### config.mk
export PLATFORM = sky130hd
export DESIGN_NAME = axis_width_downsizer
export DESIGN_NICKNAME = d
export VERILOG_FILES = /design/src/rtl/axis_width_pkg.sv /design/src/rtl/axis_width_downsizer_stats.sv /design/src/rtl/axis_width_downsizer.sv
export SDC_FILE = /design/constraint.sdc
export NUM_CORES = 1
export LEC_CHECK = 0
export CAP_MARGIN = 20
export CORE_ASPECT_RATIO = 1.75
export CORE_MARGIN = 1.5
export CORE_UTILIZATION = 48
export DETAILED_ROUTE_END_ITERATION = 8
export PLACE_DENSITY_LB_ADDON = 0.25
export SYNTH_ARGS = -nofsm -noshare
export SYNTH_HDL_FRONTEND = slang
export SYNTH_SLANG_ARGS = --single-unit
### constraint.sdc
create_clock -name clk -period 12.7 [get_ports clk]
set_clock_uncertainty 0.05 [all_clocks]
set_input_delay 2.54 -clock clk [delete_from_list [all_inputs] [get_ports clk]]
set_output_delay 2.54 -clock clk [all_outputs]
set_load 0.01 [all_outputs]
### src/rtl/axis_width_pkg.sv
// rtl/axis_width_pkg.sv - shared helpers and constants for the AXI-Stream width converters
package axis_width_pkg;

    localparam int STAT_WIDTH = 32;

    // Ceiling log2; clog2(1) is 0.
    function automatic int clog2(input int n);
        int r;
        r = 0;
        while ((1 << r) < n) begin
            r = r + 1;
        end
        return r;
    endfunction

    // Width of a slice index; never narrower than one bit so DIVISOR=1 still has a register.
    function automatic int idx_width(input int n);
        int w;
        w = clog2(n);
        return (w < 1) ? 1 : w;
    endfunction

endpackage

### src/rtl/axis_width_downsizer_stats.sv
// rtl/axis_width_downsizer_stats.sv - narrow-side packet and beat counters for the downsizer
module axis_width_downsizer_stats
    import axis_width_pkg::*;
(
    input  logic                  clk,
    input  logic                  reset,
    input  logic                  m_axis_tvalid,
    input  logic                  m_axis_tready,
    input  logic                  m_axis_tlast,
    output logic [STAT_WIDTH-1:0] stat_pkt_count,
    output logic [STAT_WIDTH-1:0] stat_beat_count
);

    logic beat_fire;

    assign beat_fire = m_axis_tvalid && m_axis_tready;

    // Count every narrow handshake, and those closing a packet; both wrap naturally.
    always_ff @(posedge clk or posedge reset) begin
        if (reset) begin
            stat_pkt_count  <= '0;
            stat_beat_count <= '0;
        end else if (beat_fire) begin
            stat_beat_count <= stat_beat_count + 1'b1;
            if (m_axis_tlast) begin
                stat_pkt_count <= stat_pkt_count + 1'b1;
            end
        end
    end

endmodule

### src/rtl/axis_width_downsizer.sv
// rtl/axis_width_downsizer.sv - registered AXI-Stream wide-to-narrow converter; WIDTH_DOWNSIZER_STATS_EN adds counters
module axis_width_downsizer
    import axis_width_pkg::*;
#(
    parameter int OUTPUT_WIDTH = 64,
    parameter int DIVISOR      = 4,
    parameter int USER_WIDTH   = 1
) (
    input  logic                             clk,
    input  logic                             reset,
    input  logic [OUTPUT_WIDTH*DIVISOR-1:0]  s_axis_tdata,
    input  logic [OUTPUT_WIDTH*DIVISOR/8-1:0] s_axis_tkeep,
    input  logic [USER_WIDTH-1:0]            s_axis_tuser,
    input  logic                             s_axis_tlast,
    input  logic                             s_axis_tvalid,
    output logic                             s_axis_tready,
    output logic [OUTPUT_WIDTH-1:0]          m_axis_tdata,
    output logic [OUTPUT_WIDTH/8-1:0]        m_axis_tkeep,
    output logic [USER_WIDTH-1:0]            m_axis_tuser,
    output logic                             m_axis_tlast,
    output logic                             m_axis_tvalid,
    input  logic                             m_axis_tready
`ifdef WIDTH_DOWNSIZER_STATS_EN
    ,
    output logic [STAT_WIDTH-1:0]            stat_pkt_count,
    output logic [STAT_WIDTH-1:0]            stat_beat_count
`endif
);

    localparam int IN_W  = OUTPUT_WIDTH * DIVISOR;
    localparam int IN_KW = IN_W / 8;
    localparam int KW    = OUTPUT_WIDTH / 8;
    localparam int IW    = idx_width(DIVISOR);
    localparam logic [IW-1:0] LAST_IDX = IW'(DIVISOR - 1);

    logic                    buf_valid;
    logic [IN_W-1:0]         buf_data;
    logic [IN_KW-1:0]        buf_keep;
    logic [USER_WIDTH-1:0]   buf_user;
    logic                    buf_last;
    logic [IW-1:0]           idx;

    logic [OUTPUT_WIDTH-1:0] slice_data;
    logic [KW-1:0]           slice_keep;
    logic                    next_empty;
    logic                    last_slice;
    logic                    tlast_int;
    logic                    final_slice;
    logic                    accept;
    logic                    m_fire;

    // Select the current slice and look ahead at the first keep bit of the following slice.
    always_comb begin
        slice_data = '0;
        slice_keep = '0;
        next_empty = 1'b0;
        for (int i = 0; i < DIVISOR; i++) begin
            if (idx == IW'(i)) begin
                slice_data = buf_data[i*OUTPUT_WIDTH +: OUTPUT_WIDTH];
                slice_keep = buf_keep[i*KW +: KW];
            end
        end
        for (int i = 0; i < DIVISOR - 1; i++) begin
            if (idx == IW'(i)) begin
                next_empty = (buf_keep[(i+1)*KW] == 1'b0);
            end
        end
    end

    assign last_slice  = (idx == LAST_IDX);
    assign tlast_int   = buf_last && (last_slice || next_empty);
    assign final_slice = last_slice || tlast_int;

    // A new wide beat may load in the same cycle the held beat's final slice leaves.
    assign s_axis_tready = !reset && (!buf_valid || (m_axis_tready && final_slice));
    assign accept        = s_axis_tvalid && s_axis_tready;
    assign m_fire        = buf_valid && m_axis_tready;

    assign m_axis_tvalid = buf_valid;
    assign m_axis_tdata  = slice_data;
    assign m_axis_tkeep  = slice_keep;
    assign m_axis_tuser  = buf_user;
    assign m_axis_tlast  = tlast_int;

    // Holding register: load on accept, otherwise step through slices and drain on the final one.
    always_ff @(posedge clk or posedge reset) begin
        if (reset) begin
            buf_valid <= 1'b0;
            buf_data  <= '0;
            buf_keep  <= '0;
            buf_user  <= '0;
            buf_last  <= 1'b0;
            idx       <= '0;
        end else if (accept) begin
            buf_valid <= 1'b1;
            buf_data  <= s_axis_tdata;
            buf_keep  <= s_axis_tkeep;
            buf_user  <= s_axis_tuser;
            buf_last  <= s_axis_tlast;
            idx       <= '0;
        end else if (m_fire) begin
            if (final_slice) begin
                buf_valid <= 1'b0;
                idx       <= '0;
            end else begin
                idx <= idx + 1'b1;
            end
        end
    end

`ifdef WIDTH_DOWNSIZER_STATS_EN
    axis_width_downsizer_stats u_stats (
        .clk             (clk),
        .reset           (reset),
        .m_axis_tvalid   (buf_valid),
        .m_axis_tready   (m_axis_tready),
        .m_axis_tlast    (tlast_int),
        .stat_pkt_count  (stat_pkt_count),
        .stat_beat_count (stat_beat_count)
    );
`endif

endmodule

==> flow_summary.json <==
{
  "crit_family": "buffers and inverters",
  "root_buffer": "clkbuf_16",
  "critPathMaxFanout": 76,
  "rsz0062_at_grt": "no",
  "drv_slew": 0,
  "n_fill_cell": 2071,
  "synth_seq_area_share_pct": 55.4,
  "layout_common_cells": "369 x clkdlybuf4s50_1, 293 x dfrtp_1, 210 x mux2_1",
  "final_common_cell": "clkdlybuf4s50_1",
  "power.leakage_nw": 7.22,
  "gp_congestion": 0.785,
  "hold_ws_ns": 0.438,
  "synth_fp_nets": 1280,
  "grt_max_degree": 176,
  "drc": 0,
  "synth_edf_count": 0,
  "crit_slowest_cell": "nor2b_4",
  "startpoint": "idx[1]$_DFFE_PP0P_",
  "avgViaCountPerCell": 5.51,
  "die_area_mm2": 0.0286,
  "ctsHoldBuffers": 0,
  "reg2reg_from": "idx[1]$_DFFE_PP0P_",
  "firstDrtPassIters": 4,
  "antenna_found_initial": 15,
  "max_cap_violations": 0,
  "vias": 9403,
  "initial_core_util_pct": 48.6,
  "clock_latency_ns": 0.55,
  "portBuffers": 369,
  "hpwl_um": 23100,
  "postCtsSetupRepairBufs": 0,
  "die_x_um": 128,
  "clkTransAtPathRegs_ns": 0.07,
  "max_stage_delay_ns": 0.83,
  "worstMarginPinSlew_ns": 1.11,
  "hp-class": "register to register",
  "hold_violations": 0,
  "layout.nets": 1606,
  "grt_overflow": 0,
  "setup_tns_ns": 0,
  "drt_iter0_drc": 429,
  "peakVddDrop_uv": 161,
  "synth-async-reset-ratio_pct": 100,
  "finalInstanceArea_mm2": 0.0179,
  "status": "finished, final reports clean",
  "synth.avg_cell_area_um2": 13.5,
  "synth.distinct_cells": 29,
  "critPathKind": "register to primary output",
  "numCtsBuffers": 28,
  "num_rows": 80,
  "slew-limit-headroom_pct": 26.3,
  "track_usage_pct": 24.4,
  "multi_input_area_mm2": 0.00541,
  "fin_crit_ns": 6.85,
  "syn-cell-area_mm2": 0.0132,
  "yosys_warnings": 0,
  "critPathCaptureType": "primary output",
  "arrival_ns": 4.26,
  "cts_tree": "yes",
  "fp.coreArea_mm2": 0.0272,
  "hp-start": "buf_data[210]$_DFFE_PP0P_",
  "layout-drive-gt1-share_pct": 9.97,
  "routedWlPerCell_um": 20.6,
  "p_per_area_mw_per_mm2": 245,
  "ys.flop_type": "dfrtp_1",
  "cp_num_buf_inv": 3,
  "required_ns": 10.11,
  "finalSetupViolCount": 0,
  "start_kind": "register",
  "clkSinkCount": 293,
  "place_area_mm2": 0.0170,
  "grt_pass1_vias": 9974,
  "path_cells": "inv_1 > ha_4 > nor2b_4 > buf_4 > a221oi_1 > o31ai_1 > clkdlybuf4s50_1",
  "die_y_um": 223,
  "ios": 370,
  "fmax_mhz": 146,
  "htree_levels": 1,
  "routed_wl_um": 35100,
  "ys_ff_latch": 293,
  "grt_pass1_wl_um": 54200,
  "cts_resized": 0,
  "final_antenna_net_count": 0,
  "postSynthCellCount": 982,
  "min_period_over_period_pct": 54.0,
  "cts_buffer_depth": 3,
  "area_growth_pct": 35.5,
  "regArea_mm2": 0.00733
}
-- registers in the layout, summed over array words and instances (netlist names) --
| signal | count |
|---|---|
| buf_data | 256 |
| buf_keep | 32 |
| buf_last | 1 |
| m_axis_tvalid | 1 |
| m_axis_tuser | 1 |
| idx | 2 |
-- through the flow --
stage | util [%] | cells | power (mW) | setup WS, ns
final | 65.8 | 1708 | 4.38 | 5.85
after global routing | 65.8 | 1708 | 4.65 | 5.64
after CTS | 65.6 | 1692 | 4.43 | 5.74
after detailed placement | 62.4 | 1646 | 3.60 | 6.15
after global placement | 62.4 | 1646 | 3.53 | 6.13
after floorplan | - | 982 | 2.77 | 2.00
-- routing by layer --
metal | track usage (%) | wire length [um]
met5 | 0 | 0
met4 | 11.8 | 1530
met3 | 5.23 | 2230
met2 | 43.4 | 18500
met1 | 27.6 | 12900
-- cell families after synthesis --
| logic type | count (synthesis) | share of synthesized area, % |
|---|---|---|
| simple gates | 157 | 6.01 |
| flops | 293 | 55.4 |
| compound gates | 155 | 9.41 |
| fa+ha+maj | 4 | 0.378 |
| mux | 290 | 24.7 |
| buf+inv | 83 | 4.08 |
-- area by class of cell --
type	instances	area share, %
Sequential cell	293	40.9
Multi-Input combinational cell	606	30.2
Timing Repair Buffer	376	21.1
Clock buffer	42	4.66
Tap cell	369	2.58
Clock inverter	4	0.251
Antenna cell	15	0.209
Inverter	3	0.105
-- power by group --
part | switching [mW] | total (mW) | internal [mW]
Sequential | 0.249 | 1.66 | 1.41
Clock | 0.348 | 0.817 | 0.469
Combinational | 0.846 | 1.91 | 1.06
-- cell usage after synthesis (2+ instances only) --
cell | instances | area [um^2]
nand2_1 | 75 | 282
ha_1 | 4 | 50.1
o31ai_1 | 71 | 533
nor2b_1 | 74 | 463
inv_1 | 3 | 11.3
a221oi_1 | 71 | 622
mux2_1 | 210 | 2360
a21oi_1 | 5 | 25.0
buf_12 | 2 | 40.0
buf_6 | 22 | 248
a22o_1 | 2 | 17.5
mux2_2 | 80 | 901
dfrtp_1 | 293 | 7330
buf_4 | 8 | 60.1
clkbuf_1 | 47 | 176
nor2_1 | 2 | 7.51
-- path summary, 6_finish.rpt --
check	endpoint	slack (ns)	cells after the start
max in group asynchronous	buf_data[248]$_DFFE_PP0P_	8.51	3
hold reg to reg	buf_data[210]$_DFFE_PP0P_	0.44	1
hold / removal	buf_data[210]$_DFFE_PP0P_	0.44	1
setup / recovery	m_axis_tdata[55]	5.85	7
setup reg to reg	buf_data[37]$_DFFE_PP0P_	8.50	8
min in group asynchronous	buf_data[108]$_DFFE_PP0P_	2.58	2
Power figures use the tool's default switching activity.
